--- config.mk ---
export PLATFORM = sky130hd
export DESIGN_NAME = nonce_rr_scheduler
export DESIGN_NICKNAME = d
export VERILOG_FILES = /design/src/rtl/nonce_rr_scheduler.sv
export SDC_FILE = /design/constraint.sdc
export NUM_CORES = 1
export LEC_CHECK = 0
export ABC_AREA = 1
export CAP_MARGIN = 10
export CORE_MARGIN = 4
export CORE_UTILIZATION = 45
export DETAILED_ROUTE_END_ITERATION = 10
export HOLD_SLACK_MARGIN = 0.06
export PLACE_DENSITY = 0.74
export SYNTH_ARGS = -nofsm -noshare
export SYNTH_HDL_FRONTEND = slang
export SYNTH_SLANG_ARGS = --single-unit
export TNS_END_PERCENT = 10
--- constraint.sdc ---
create_clock -name clk -period 2.73 [get_ports clk]
set_clock_uncertainty 0.2 [all_clocks]
set_input_delay 0.546 -clock clk [delete_from_list [all_inputs] [get_ports clk]]
set_output_delay 0.546 -clock clk [all_outputs]
set_load 0.005 [all_outputs]
--- src/rtl/nonce_rr_scheduler.sv ---
// rtl/nonce_rr_scheduler.sv - per-source nonce hold slots, round-robin into a FIFO, drained to serial_transmit
// Optional feature macro: NONCE_DROP_CNT_EN adds the saturating drop_count output.
module nonce_rr_scheduler #(
  parameter int SLAVES    = 2,
  parameter int FIFO_LOG2 = 3,
  parameter int BUSY_WAIT = 3
) (
  input  logic                 clk,
  input  logic                 rst_n,
  input  logic [SLAVES-1:0]    new_nonces,
  input  logic [SLAVES*32-1:0] slave_nonces,
  input  logic                 serial_busy,
  output logic                 serial_send,
  output logic [31:0]          golden_nonce,
  output logic [SLAVES-1:0]    pending,
  output logic [FIFO_LOG2:0]   fifo_level,
  output logic                 overflow
`ifdef NONCE_DROP_CNT_EN
  ,
  output logic [15:0]          drop_count
`endif
);

  localparam int DEPTH = 1 << FIFO_LOG2;
  localparam int GW    = (SLAVES > 1) ? $clog2(SLAVES) : 1;
  localparam int HW    = (BUSY_WAIT > 1) ? $clog2(BUSY_WAIT) : 1;

  localparam logic [3:0] ST_IDLE  = 4'b0001;
  localparam logic [3:0] ST_SEND  = 4'b0010;
  localparam logic [3:0] ST_HOLD  = 4'b0100;
  localparam logic [3:0] ST_DRAIN = 4'b1000;

  localparam logic [FIFO_LOG2:0]   LVL_ONE  = (FIFO_LOG2+1)'(1);
  localparam logic [FIFO_LOG2:0]   LVL_FULL = (FIFO_LOG2+1)'(DEPTH);
  localparam logic [FIFO_LOG2-1:0] PTR_ONE  = FIFO_LOG2'(1);
  localparam logic [HW-1:0]        HC_ONE   = HW'(1);
  localparam logic [HW-1:0]        HC_LAST  = HW'(BUSY_WAIT - 1);

  logic [31:0]          hold [SLAVES];
  logic [GW-1:0]        last_grant;
  logic                 grant_valid;
  logic [GW-1:0]        grant_idx;
  logic [SLAVES-1:0]    grant_vec;
  logic [SLAVES-1:0]    overwrite_vec;

  logic [31:0]          fifo_mem [DEPTH];
  logic [FIFO_LOG2-1:0] wr_ptr;
  logic [FIFO_LOG2-1:0] rd_ptr;
  logic                 fifo_full;
  logic                 fifo_empty;
  logic                 push;
  logic                 pop;

  logic [3:0]           state;
  logic [HW-1:0]        hold_cnt;

  assign fifo_full  = (fifo_level == LVL_FULL);
  assign fifo_empty = (fifo_level == '0);

  // Search starts one past the previous winner so every source gets a turn.
  always_comb begin
    int            idx;
    logic [GW-1:0] idx_l;
    grant_valid = 1'b0;
    grant_idx   = '0;
    grant_vec   = '0;
    idx         = 0;
    idx_l       = '0;
    if (!fifo_full) begin
      for (int k = 1; k <= SLAVES; k++) begin
        idx   = (int'(last_grant) + k) % SLAVES;
        idx_l = GW'(idx);
        if (!grant_valid && pending[idx_l]) begin
          grant_valid = 1'b1;
          grant_idx   = idx_l;
        end
      end
    end
    if (grant_valid) begin
      grant_vec[grant_idx] = 1'b1;
    end
  end

  assign push          = grant_valid;
  assign pop           = (state == ST_IDLE) && !fifo_empty && !serial_busy;
  assign overwrite_vec = new_nonces & pending & ~grant_vec;

  // A granted slot hands its old word to the FIFO while it captures a new one.
  always_ff @(posedge clk or negedge rst_n) begin
    if (!rst_n) begin
      pending    <= '0;
      last_grant <= GW'(SLAVES - 1);
      overflow   <= 1'b0;
      for (int i = 0; i < SLAVES; i++) begin
        hold[i] <= '0;
      end
    end else begin
      for (int i = 0; i < SLAVES; i++) begin
        if (new_nonces[i]) begin
          hold[i]    <= slave_nonces[i*32 +: 32];
          pending[i] <= 1'b1;
        end else if (grant_vec[i]) begin
          pending[i] <= 1'b0;
        end
      end
      if (grant_valid) begin
        last_grant <= grant_idx;
      end
      if (|overwrite_vec) begin
        overflow <= 1'b1;
      end
    end
  end

  always_ff @(posedge clk) begin
    if (push) begin
      fifo_mem[wr_ptr] <= hold[grant_idx];
    end
  end

  always_ff @(posedge clk or negedge rst_n) begin
    if (!rst_n) begin
      wr_ptr     <= '0;
      rd_ptr     <= '0;
      fifo_level <= '0;
    end else begin
      if (push) begin
        wr_ptr <= wr_ptr + PTR_ONE;
      end
      if (pop) begin
        rd_ptr <= rd_ptr + PTR_ONE;
      end
      if (push && !pop) begin
        fifo_level <= fifo_level + LVL_ONE;
      end else if (pop && !push) begin
        fifo_level <= fifo_level - LVL_ONE;
      end
    end
  end

  // HOLD gives up on busy after BUSY_WAIT quiet cycles and treats the word as sent.
  always_ff @(posedge clk or negedge rst_n) begin
    if (!rst_n) begin
      state        <= ST_IDLE;
      serial_send  <= 1'b0;
      golden_nonce <= '0;
      hold_cnt     <= '0;
    end else begin
      serial_send <= 1'b0;
      case (state)
        ST_IDLE: begin
          if (pop) begin
            golden_nonce <= fifo_mem[rd_ptr];
            serial_send  <= 1'b1;
            state        <= ST_SEND;
          end
        end
        ST_SEND: begin
          hold_cnt <= '0;
          state    <= ST_HOLD;
        end
        ST_HOLD: begin
          if (serial_busy) begin
            state <= ST_DRAIN;
          end else if (hold_cnt == HC_LAST) begin
            state <= ST_IDLE;
          end else begin
            hold_cnt <= hold_cnt + HC_ONE;
          end
        end
        ST_DRAIN: begin
          if (!serial_busy) begin
            state <= ST_IDLE;
          end
        end
        default: state <= ST_IDLE;
      endcase
    end
  end

`ifdef NONCE_DROP_CNT_EN
  logic [16:0] drop_sum;

  always_comb begin
    drop_sum = {1'b0, drop_count};
    for (int i = 0; i < SLAVES; i++) begin
      drop_sum = drop_sum + {16'd0, overwrite_vec[i]};
    end
  end

  always_ff @(posedge clk or negedge rst_n) begin
    if (!rst_n) begin
      drop_count <= '0;
    end else begin
      drop_count <= drop_sum[16] ? 16'hFFFF : drop_sum[15:0];
    end
  end
`endif

endmodule

==> run metrics <==
drc violations 0; Reg area 10600 um2; crit share post-route between 90% and 100%; final setup violation count 0; Overall Power about 21 mW; fraction of layout cells with a size suffix above 1 a little over 6%; H-tree levels 2; RSZ-0062 raised after global routing false; Core Box Area approximately 34000 um2; Mapped Area 15400 um2; DR WL/cell ~17 um; n_diodes 0; syn_area_per_cell approximately 10 um2; Post-DRT Antenna Nets 0; Yosys cell types 31; IO buf count roughly 110; leakage 7.78 nW; hpwl dp about 20000 um; sequential share of power a little over two fifths; via/cell ratio 5.04; Clk pwr share between 20% and 30%; first-pass GRT wire length around 55000 um; Hold Vio Cnt, Final 0; total grt overflow 0; Crit. End Element register; Post-Place Worst Slack roughly 0.059 ns; CTS tree done; Die X around 190 um; largest net degree at the start of global routing between 100 and 150; CP required between 2 and 3 ns; Crit path arrival time 2.50 ns; post-synthesis sequential area ratio ~70%; gr usage total between 10% and 20%; CP max-delay cell o21ai_0; FILL cells roughly 2800; Post-Route WL 34500 um; Pwr Density around 1200 nW/um2; clk_lat worst skew ~0.52 ns; I/O pins 109; antenna violations before repair 0; Post-DP Area 17100 um2; Max Root-Sink Buffers 3; clock slew at reported path FFs about 0.060 ns; Fmax achieved ~400 MHz; Final Core Density about 54%; cell family with most CP delay compound AO/OA/AOI/OAI gates; row count 67; internal power 13.8 mW; max_slew headroom 17.8%; max-cap violations 0; max incr delay on CP 0.97 ns; Final min period roughly 2.6 ns; switching share of power a little over a third; die outline height 193 um; Hold Crit Class input port to register; Yosys warnings 0; critical path launch point type register; CP Class register to register; RD Place Congestion a little under 0.8; Inserted Clock Buffers 36; DP Cell Count 2003; WP buf/inv 1; combinational fraction of design power approximately a third; Psw about 7.6 mW; Finished Layout Cells 2069; CP max FO 60; finished layout cell area ~18000 um2; Starting Density a little under half; total clock sinks between 300 and 400; vias in the first global route a little over 10000; Die ar. about 37000 um2; via count roughly 10000; area occupied by multi-input gates approximately 4000 um2; Slew Viols, Final 0; final worst slack 0.169 ns; post-synthesis register bit count ~370; CP cell instances a21boi_0 -> nand2_2 -> buf_12 -> o21ai_0; maximum vdd drop between 700 and 800 uV; status finished, final reports clean; final net count around 1700; Synthesized Nets ~1600; Area growth syn-to-layout 18.4%; number of detailed-route iterations in the first pass 5; post-synthesis cell count about 1500; DRT iter0 DRCs between 800 and 900; root buffer cell clkbuf_16; actual slew at the worst max-slew pin 1.22 ns
==> cells in the mapped netlist <==
library cell	n	area, um2
nand2_1	587	2200
nand3_2	1	10.0
o211ai_1	8	60.1
ha_1	6	75.1
fa_1	1	20.0
xor2_1	2	17.5
buf_6	7	78.8
o21ai_0	87	435
nand3_1	139	696
or2_2	1	6.26
buf_4	1	7.51
o22ai_1	1	6.26
clkbuf_1	28	105
nor2_1	65	244
nor2_4	1	11.3
buf_2	38	190
or2_1	1	6.26
a21o_1	1	7.51
a21boi_0	1	7.51
o21ai_1	7	35.0
dfstp_2	2	52.6
a21oi_1	3	15.0
inv_2	1	3.75
a31oi_1	1	6.26
nor2_2	1	6.26
inv_1	121	454
edfxtp_1	256	7690
nand2_2	2	12.5
dfrtp_1	115	2880
buf_1	3	11.3
xnor2_1	3	26.3
==> state kept, by name, indices dropped and copies added, names as in the netlist <==
name	cells
golden_nonce	32
fifo_mem	256
hold_cnt	2
state	4
overflow	1
pending	2
fifo_level	4
hold	64
wr_ptr	3
last_grant	1
serial_send	1
rd_ptr	3
==> per-stage QoR <==
step	hold slack [ns]	TNS (ns)
after global routing	0.283	0
after CTS	0.240	0
after global placement	0.254	0
after detailed placement	0.254	0
after floorplan	0.0504	-76.50
final	0.247	0
==> cell families after synthesis <==
| logic type | Yosys count | synth area share (%) |
|---|---|---|
| AND/OR/NAND/NOR | 798 | 20.8 |
| flip-flops | 373 | 69.1 |
| buffers and inverters | 199 | 5.53 |
| AO/OA/AOI/OAI | 109 | 3.73 |
| adder cells (fa/ha/maj) | 7 | 0.618 |
| XOR/XNOR | 5 | 0.285 |
==> worst min-delay path, stage by stage <==
cell     delay (ns)
buf_2          0.21
nand2_1        0.09
o21ai_0        0.07
==> layer usage <==
layer / up-vias / GRT usage [%] / routed length, um / part of all wire, %
met2: 349 / 30.8 / 16400 / 48
met4: 0 / 5.43 / 857 / 2.5
li1: 5061 / - / - / -
met1: 4952 / 25.7 / 15100 / 44
met5: - / 0 / 0 / 0
met3: 68 / 3.04 / 2140 / 6.2
==> power groups by stage <==
stage	registers (mW)	clock network (mW)	logic [mW]
after floorplan	9.07	0	4.68
after global placement	9.09	0	7.26
after detailed placement	9.16	0	7.47
after CTS	9.06	4.84	7.53
after global routing	9.20	5.06	8.41
final	9.05	4.76	7.53
==> timing repair <==
item                                    in CTS  in global routing
hold buffers                                 1                  0
hold endpoints to repair                    22                  0
setup buffers                                0                  2
endpoints found under the setup margin       0                  1
resized for setup                            0                  1
==> placed cells by master, fill, tap and decap left out, drive strengths merged <==
master         instances
a21boi                 1
a21o                   1
a21oi                  3
a31oi                  1
buf                   37
bufinv                 2
clkbuf                54
clkdlybuf4s50        106
clkinv                 7
dfrtp                115
dfstp                  2
dlygate4sd3            1
edfxtp               256
fa                     1
ha                     6
inv                  122
nand2                589
nand3                140
nor2                  67
o211ai                 8
o21ai                 94
o22ai                  1
or2                    2
xnor2                  3
xor2                   2
==> cell type report <==
| class | count | area share [%] |
|---|---|---|
| multi-input combinational | 919 | 21.6 |
| inverter | 122 | 2.52 |
| sequential | 373 | 58.3 |
| clock inverter | 9 | 0.488 |
| timing repair buffer | 144 | 8.36 |
| clock buffer | 54 | 5.66 |
| tap | 448 | 3.08 |
==> path summary, 6_finish.rpt <==
kind / start / end / slack, ns / cells after the start
setup reg to reg: pending[1] / fifo_mem[0][15] / 0.17 / 4
hold / removal: new_nonces[1] / hold[19] / 0.25 / 3
max in group asynchronous: rst_n / last_grant / 1.28 / 3
setup / recovery: pending[1] / fifo_mem[0][15] / 0.17 / 4
min in group asynchronous: rst_n / golden_nonce[5] / 0.34 / 2
hold reg to reg: last_grant / last_grant / 0.26 / 2
Power figures use the tool's default switching activity.
